<file path="src/rtl/fetch_sequencer.sv">
// fetch_sequencer
//   Owns the fetch PC and drives the instruction-memory request port.
//   Arbitrates halt > redirect > stall > imem_ready each cycle while running
//   and produces a one-cycle flush bubble after every redirect.
//
// Ports
//   clk, rst            clock (rising edge), asynchronous active-low reset
//   start               leave IDLE/HALTED, begin fetching at RESET_ADDR
//   halt                decode saw the halt opcode
//   redirect            taken branch/jump, target on redirect_addr
//   stall               hazard unit holds fetch
//   imem_ready          instruction memory accepts the current request
//   imem_req/imem_addr  fetch request and its address (the PC)
//   fetch_valid         pulse: a fetch was accepted the previous cycle
//   fetch_pc            address of the last accepted fetch
//   flush               kill younger stages (high in REDIRECT)
//   halted, busy        status decoded from state
//   redirect_count      redirects acted on (saturating)
//
// Build option
//   REDIRECT_COUNT_EN   when defined, redirect_count is a live saturating
//                       counter; otherwise it is tied to zero.
//
// state    | meaning
// ---------+-------------------------------------------------------------
// IDLE     | out of reset, pc at RESET_ADDR, waiting for start
// FETCH    | request asserted at pc, advances on accepted fetch
// STALL    | request withdrawn while the hazard unit holds fetch
// REDIRECT | one-cycle bubble after a taken branch, flush asserted
// HALTED   | halt seen, pc frozen, waiting for start

module fetch_sequencer #(
    parameter int               WIDTH      = 32,
    parameter logic [WIDTH-1:0] RESET_ADDR = '0,
    parameter logic [WIDTH-1:0] STEP       = WIDTH'(4)
) (
    input  logic             clk,
    input  logic             rst,
    input  logic             start,
    input  logic             halt,
    input  logic             redirect,
    input  logic [WIDTH-1:0] redirect_addr,
    input  logic             stall,
    input  logic             imem_ready,
    output logic             imem_req,
    output logic [WIDTH-1:0] imem_addr,
    output logic             fetch_valid,
    output logic [WIDTH-1:0] fetch_pc,
    output logic             flush,
    output logic             halted,
    output logic             busy,
    output logic [15:0]      redirect_count
);

    typedef enum logic [2:0] {
        S_IDLE     = 3'd0,
        S_FETCH    = 3'd1,
        S_STALL    = 3'd2,
        S_REDIRECT = 3'd3,
        S_HALTED   = 3'd4
    } state_t;

    state_t           state;
    state_t           state_next;
    logic [WIDTH-1:0] pc;
    logic [WIDTH-1:0] pc_next;
    logic             accept;
    logic [WIDTH-1:0] target;

    // Instructions are word aligned; the low address bits are dropped.
    assign target = {redirect_addr[WIDTH-1:2], 2'b00};

    logic unused_addr_bits;
    assign unused_addr_bits = ^redirect_addr[1:0];

    always_ff @(posedge clk or negedge rst) begin
        if (!rst) begin
            state <= S_IDLE;
        end else begin
            state <= state_next;
        end
    end

    always_comb begin
        state_next = state;
        pc_next    = pc;
        accept     = 1'b0;
        imem_req   = 1'b0;
        flush      = 1'b0;
        halted     = 1'b0;
        busy       = 1'b0;
        case (state)
            S_IDLE, S_HALTED: begin
                halted = (state == S_HALTED);
                if (start) begin
                    state_next = S_FETCH;
                    pc_next    = RESET_ADDR;
                end
            end
            default: begin
                busy     = 1'b1;
                imem_req = (state == S_FETCH);
                flush    = (state == S_REDIRECT);
                if (halt) begin
                    state_next = S_HALTED;
                end else if (redirect) begin
                    state_next = S_REDIRECT;
                    pc_next    = target;
                end else begin
                    case (state)
                        S_FETCH: begin
                            if (stall) begin
                                state_next = S_STALL;
                            end else if (imem_ready) begin
                                accept  = 1'b1;
                                pc_next = pc + STEP;
                            end
                        end
                        S_STALL: begin
                            if (!stall) begin
                                state_next = S_FETCH;
                            end
                        end
                        // REDIRECT bubble always lasts one cycle; stall is ignored here.
                        default: state_next = S_FETCH;
                    endcase
                end
            end
        endcase
    end

    always_ff @(posedge clk or negedge rst) begin
        if (!rst) begin
            pc          <= RESET_ADDR;
            fetch_pc    <= '0;
            fetch_valid <= 1'b0;
        end else begin
            pc          <= pc_next;
            fetch_valid <= accept;
            if (accept) begin
                fetch_pc <= pc;
            end
        end
    end

    assign imem_addr = pc;

`ifdef REDIRECT_COUNT_EN
    logic        redirect_take;
    logic [15:0] redirect_count_q;

    // A redirect counts only when it is acted on: running and not overridden by halt.
    assign redirect_take = redirect && !halt &&
                           (state == S_FETCH || state == S_STALL || state == S_REDIRECT);

    always_ff @(posedge clk or negedge rst) begin
        if (!rst) begin
            redirect_count_q <= 16'h0000;
        end else if (redirect_take && (redirect_count_q != 16'hFFFF)) begin
            redirect_count_q <= redirect_count_q + 16'd1;
        end
    end

    assign redirect_count = redirect_count_q;
`else
    assign redirect_count = 16'h0000;
`endif

endmodule

</file>
<file path="config.mk">
export PLATFORM = sky130hd
export DESIGN_NAME = fetch_sequencer
export DESIGN_NICKNAME = d
export VERILOG_FILES = /design/src/rtl/fetch_sequencer.sv
export SDC_FILE = /design/constraint.sdc
export NUM_CORES = 1
export LEC_CHECK = 0
export BUFFER_PORTS_ARGS = -buffer_cell sky130_fd_sc_hd__buf_2
export CORE_ASPECT_RATIO = 1.75
export CORE_UTILIZATION = 50
export DETAILED_ROUTE_END_ITERATION = 10
export PLACE_DENSITY_LB_ADDON = 0.08
export SLEW_MARGIN = 10
export SYNTH_ARGS = -nofsm -noshare
export SYNTH_HDL_FRONTEND = slang
export SYNTH_SLANG_ARGS = --single-unit
</file>
<file path="constraint.sdc">
create_clock -name clk -period 2.4 [get_ports clk]
set_clock_uncertainty 0.1 [all_clocks]
set_input_delay 0.36 -clock clk [delete_from_list [all_inputs] [get_ports clk]]
set_output_delay 0.36 -clock clk [all_outputs]
set_load 0.01 [all_outputs]
</file>
==> flow_summary.toml, run 1 <==
[clocking]
cts_root_buf = "clkbuf_16"
cts_tree = "done"
cts_sinks = 64
clkSlewWorstSetupHoldPaths_ps = 50
cts_buffers = 9
cts_buffer_depth = 2
clk_latency_ps = 330
h-tree-depth = 3

[min_path]
holdCritPathClass = "in -> reg"
min_from = "start"

[route]
drc = 0
first_iter_violations = 220
drt-total-wl_mm = 9.170
viasPerCell = 5.544
antenna_left = 0
wl_per_cell_um = 15.26
first_pass_iters = 4
num_vias = 3332

[synthesis]
synth_edf_count = 0
synth_common_cells = "105 x nand2_1, 64 x dfrtp_1, 35 x o21ai_0"
synth-main-ff-cell = "dfrtp_1"
avgSynthCellArea_um2 = 8.489
synth_cells = 409
synth_seq_area_share_pct = 46.13
async_flop_share_pct = 100.0
synth_top_area_cell = "dfrtp_1"
ys_ff_latch = 64
yosys_warnings = 0
yosys.area.top_type_share_pct = 46.13
yosys.cell_count.top_type = "nand2_1"
synth_area_um2 = 3472
ys_top_cells_by_area = "dfrtp_1 46%, nand2_1 11%, o21ai_0 5.0%, buf_4 4.8%, nor2_1 2.8%"
synth.distinct_cells = 49

[worst_setup_path]
cp_max_fo = 11
rrSetupSlack_ps = 250
slowest_delay_ps = 460
worstPathCellList = "ha_1 > nand3_1 > nor4_2 > buf_4 > and3_1 > nand2_1 > o311ai_1"
worst_path_max_delay_cell = "dfrtp_1"
cp-endpoint = "imem_addr[24]"
crit_required_ps = 2520
path_class = "reg -> reg"
start_kind = "flop"
critPathLaunch = "imem_addr[2]"
r2r-end = "imem_addr[24]"
worstPathArrival_ps = 2270
regToRegStartpoint = "imem_addr[2]"
critical_path.endpoint_type = "flop"
ff2ff_path_depth = 7

[floorplan]
fp.dieArea_um2 = 7294
core-area_um2 = 6636
io-pin-count = 124
initial_core_util_pct = 52.32
die_h_um = 112.2
fp-row-count = 39
die_w_um = 64.99

[finish]
fin_nets = 554
multiInputGateArea_um2 = 1657
area_delta_synth_final_pct = 24.47
drive_gt1_share_pct = 27.17
final-seq-area_um2 = 1602
fillers = 636
n_antenna_cell = 0

[timing]
clock.fmax_ghz = 0.4653
fin_crit_ps = 2149
rsz0062_at_grt = "false"
tightest_slew_ps = 601.5
hold_violations = 0
finalSetupTns_ps = 0
setup_viol = 0
slew_viol_final = 0
fin_crit_sh_pct = 89.56
slew_headroom_pct = 59.90

[global_route]
grt_pass1_wl_mm = 14.78
grt_usage_pct = 26.53
grt_overflow = 0
antenna_found_initial = 0
grt_max_degree = 42
grt_pass1_vias = 3059

[power]
peakVddDrop_mv = 0.4628
power.leakage_nw = 2.301
finalPower_mw = 3.808
powerDensity_nw_per_um2 = 881.2

[place]
dpl.hpwl_mm = 6.418
io_buffers = 101
gp_congestion = 0.8477

[status]
outcome = "complete, no violations"

[flow_run]
drv_cap = 0
metrics by stage:
| stage | setup slack, ps | hold WS, ps | instance area (um2) | util, % | std cells |
|---|---|---|---|---|---|
| floorplan | 532.3 | -35.59 | 3543 | - | 428 |
| global placement | 347.0 | 298.0 | 4025 | 60.65 | 584 |
| detailed placement | 278.2 | 304.7 | 4025 | 60.65 | 584 |
| CTS | 253.5 | 125.2 | 4322 | 65.12 | 601 |
| global route | 113.8 | 124.6 | 4322 | 65.12 | 601 |
| finish | 250.6 | 127.8 | 4322 | 65.12 | 601 |
final cells by class:
type | count | share of cell area (%)
clock buffers | 14 | 6.340
flip-flops and latches | 64 | 37.06
multi-input cells | 313 | 38.33
repair buffers | 117 | 14.82
clock inverters | 2 | 0.2895
well taps | 82 | 2.374
inverters | 9 | 0.7817
kinds of logic (layout without fill, tap and decap cells):
logic type	count (synthesis)	count (layout)	share of synthesized area, %
AO/OA/AOI/OAI	94	94	16.97
adder cells (fa/ha/maj)	2	2	0.6486
buffers and inverters	51	142	8.216
flip-flops	64	64	46.13
multiplexers	5	5	1.441
other	1	20	0.1080
AND/OR/NAND/NOR	192	192	26.49
worst min-delay path by stage:
stage | cells after the start | end | slack [ps]
after floorplan | 0 | fetch_pc[10] | -40
after global placement | 1 | fetch_valid | 300
after detailed placement | 1 | fetch_valid | 300
after CTS | 2 | state[2] | 130
after global routing | 2 | state[2] | 120
final | 2 | state[2] | 130
sequential cells by signal, indices dropped and copies added, names as in the netlist:
signal and flops:
fetch_pc 30, imem_addr 30, state 3, fetch_valid 1
metal layers:
layer	global-route usage, %	vias up	routed length (um)
met2	43.33	113	4740
li1	-	1608	-
met5	0	-	0
met1	32.60	1593	3730
met3	5.285	18	485
met4	13.48	0	214
critical path: cells and delay by family, from the launching register on:
family                     cells  cell delay, ps
and+or+nand+nor                4             770
DFF                            1             460
adders and majority gates      1             250
AOI/OAI and AO/OA              1             230
buffers and inverters          1             220
placed cells by master, fill, tap and decap left out, drive strengths merged, types with 2 or more instances in the layout:
cell    instances
nor3            9
o31ai           2
nand4           5
o21bai          2
nand4b          2
and3            8
conb           20
clkbuf         14
nand2b          5
mux2i           5
nand3          20
a21oi          13
nor2           26
o311ai          4
nor4b           3
o21a            2
o31a            2
nor4            5
a31oi           9
nand2         106
a21o            3
o211ai          3
o21ai          35
a221o           2
inv             9
o22ai           3
dfrtp          64
buf           116
a22oi          10
timing repair:
item / in CTS / in global routing
hold buffers: 1 / 0
gates resized for setup: 0 / 0
hold endpoints to repair: 23 / 0
setup buffers: 0 / 0
power by group:
part | internal [mW] | switching (mW)
Clock | 0.782 | 0.451
Sequential | 1.33 | 0.283
Combinational | 0.413 | 0.551
Power figures use the tool's default switching activity.
==> run 2, diff against run 1 <==
CORE_ASPECT_RATIO = 0.8   (was 1.75)
CORE_UTILIZATION = 45   (was 50)
clock period = 1.85 ns   (was 2.4 ns; I/O delays follow)
==> run 2 against run 1 <==
Net effect: critical path type unchanged; core utilization is 2.1 points lower; fmax increased by 17%; hold slack got worse by 110 ps; via count up 6.7%; critical endpoint unchanged.
==> flow_summary.toml, run 2 (synthesis gave the netlist of run 1 again) <==
[finish]
n_antenna_cell = 0
fin_nets = 598
area_delta_synth_final_pct = 34.85
final_common_cell = "nand2_1"
final_cell_mix = "105 x nand2_1, 101 x buf_2, 64 x dfrtp_1"
drive_gt1_share_pct = 34.64
finalNonFillerCells = 668
fillers = 692

[clocking]
cts_buffers = 9
clk_latency_ps = 340
clkSlewWorstSetupHoldPaths_ps = 70
cts_buffer_depth = 2
h-tree-depth = 3
cts_root_buf = "clkbuf_8"
cts_sinks = 64
cts_tree = "done"

[global_route]
grt_max_degree = 65
antenna_found_initial = 0
grt_overflow = 0
grt_usage_pct = 25.70
grt_pass1_wl_mm = 15.97
grt_pass1_vias = 3138

[place]
dp_cells = 646
gp_congestion = 0.8381
dpl.hpwl_mm = 7.147
io_buffers = 101

[worst_setup_path]
ff2ff_path_depth = 7
path_class = "reg -> reg"
cp-endpoint = "imem_addr[24]"
crit_required_ps = 1970
cp_max_fo = 3
rrSetupSlack_ps = 10
r2r-end = "imem_addr[24]"
worstPathArrival_ps = 1960
worstPathCellList = "ha_2 > nand3_4 > nor4_4 > buf_4 > a41oi_1 > o21ai_1 > o311ai_1"
worst_path_max_delay_cell = "dfrtp_1"
critical_path.endpoint_type = "flop"
start_kind = "flop"
critPathLaunch = "imem_addr[3]"
regToRegStartpoint = "imem_addr[3]"
slowest_delay_ps = 390

[status]
outcome = "complete, no violations"

[route]
top_layer = "met4"
num_vias = 3556
drt-total-wl_mm = 10.14
antenna_left = 0
wl_met3_um = 624
first_pass_iters = 5
wl_met1_mm = 4.698
viasPerCell = 5.323
wl_met2_mm = 4.722
wl_per_cell_um = 15.18
first_iter_violations = 220
drc = 0

[floorplan]
die_w_um = 100.2
io-pin-count = 124
fp.dieArea_um2 = 8073
initial_core_util_pct = 46.75
core-area_um2 = 7427
die_h_um = 80.57
fp-row-count = 28

[timing]
slew_headroom_pct = 52.92
finalSetupTns_ps = 0
fin_crit_sh_pct = 99.29
rsz0062_at_grt = "true"
hold_ws_ps = 21.25
fin_crit_ps = 1837
hold_violations = 0
clock.fmax_ghz = 0.5444
tightest_slew_ps = 705.5
slew_viol_final = 0
setup_viol = 0

[power]
power.leakage_nw = 2.507
peakVddDrop_mv = 0.5186
powerDensity_nw_per_um2 = 1003

[min_path]
holdCritPathClass = "in -> reg"

[flow_run]
drv_cap = 0
-- run 2: stage by stage --
stage	cell area (um2)	utilization, %	setup WS (ps)	power, mW
after floorplan	3553	-	25.72	2.781
after global placement	4392	59.13	-16.92	3.556
after detailed placement	4392	59.13	-149.0	3.596
after CTS	4577	61.62	11.64	4.654
after global routing	4682	63.04	-98.47	4.987
final	4682	63.04	13.10	4.696
-- run 2: layer usage --
layer	track usage (%)	vias to the layer above
li1	-	1696
met1	37.19	1703
met2	39.52	147
met3	5.396	10
met4	5.362	0
met5	0	-
-- run 2: layout make-up --
type	count	area (um2)	area share, %
Sequential cell	64	1602	34.21
Clock inverter	4	20.02	0.4276
Inverter	9	33.78	0.7215
Clock buffer	12	145.1	3.100
Tap cell	105	131.4	2.806
Timing Repair Buffer	161	1020	21.78
Multi-Input combinational cell	313	1730	36.96
-- run 2: repair_timing --
action	in CTS	in global routing
gates resized for setup	1	25
buffers inserted	1	4
setup endpoints to repair	15	20
endpoints found under the hold margin	64	0
hold buffers	1	0
gates cloned	0	0
pin swaps	0	6
-- run 2: worst min-delay path by stage --
stage,start,to,slack [ps],depth (start not counted)
5_1_grt,start,state[2],30,2
4_1_cts,start,state[2],20,2
3_3_place_gp,rst,fetch_pc[10],220,2
6_report,start,state[2],20,2
3_5_place_dp,rst,imem_addr[10],220,2
2_1_floorplan,rst,fetch_pc[10],-120,0
-- run 2: critical path: cells and delay by family, from the launching register on --
kind                       cells  cell delay (ps)
AOI/OAI and AO/OA              3              360
and+or+nand+nor                2              440
adders and majority gates      1              220
buffers and inverters          1              210
DFF                            1              390
-- run 2: report_power, final --
part | internal [mW] | switching, mW | total [mW]
logic | 0.747 | 0.926 | 1.67
clock network | 0.514 | 0.540 | 1.05
registers | 1.72 | 0.246 | 1.97
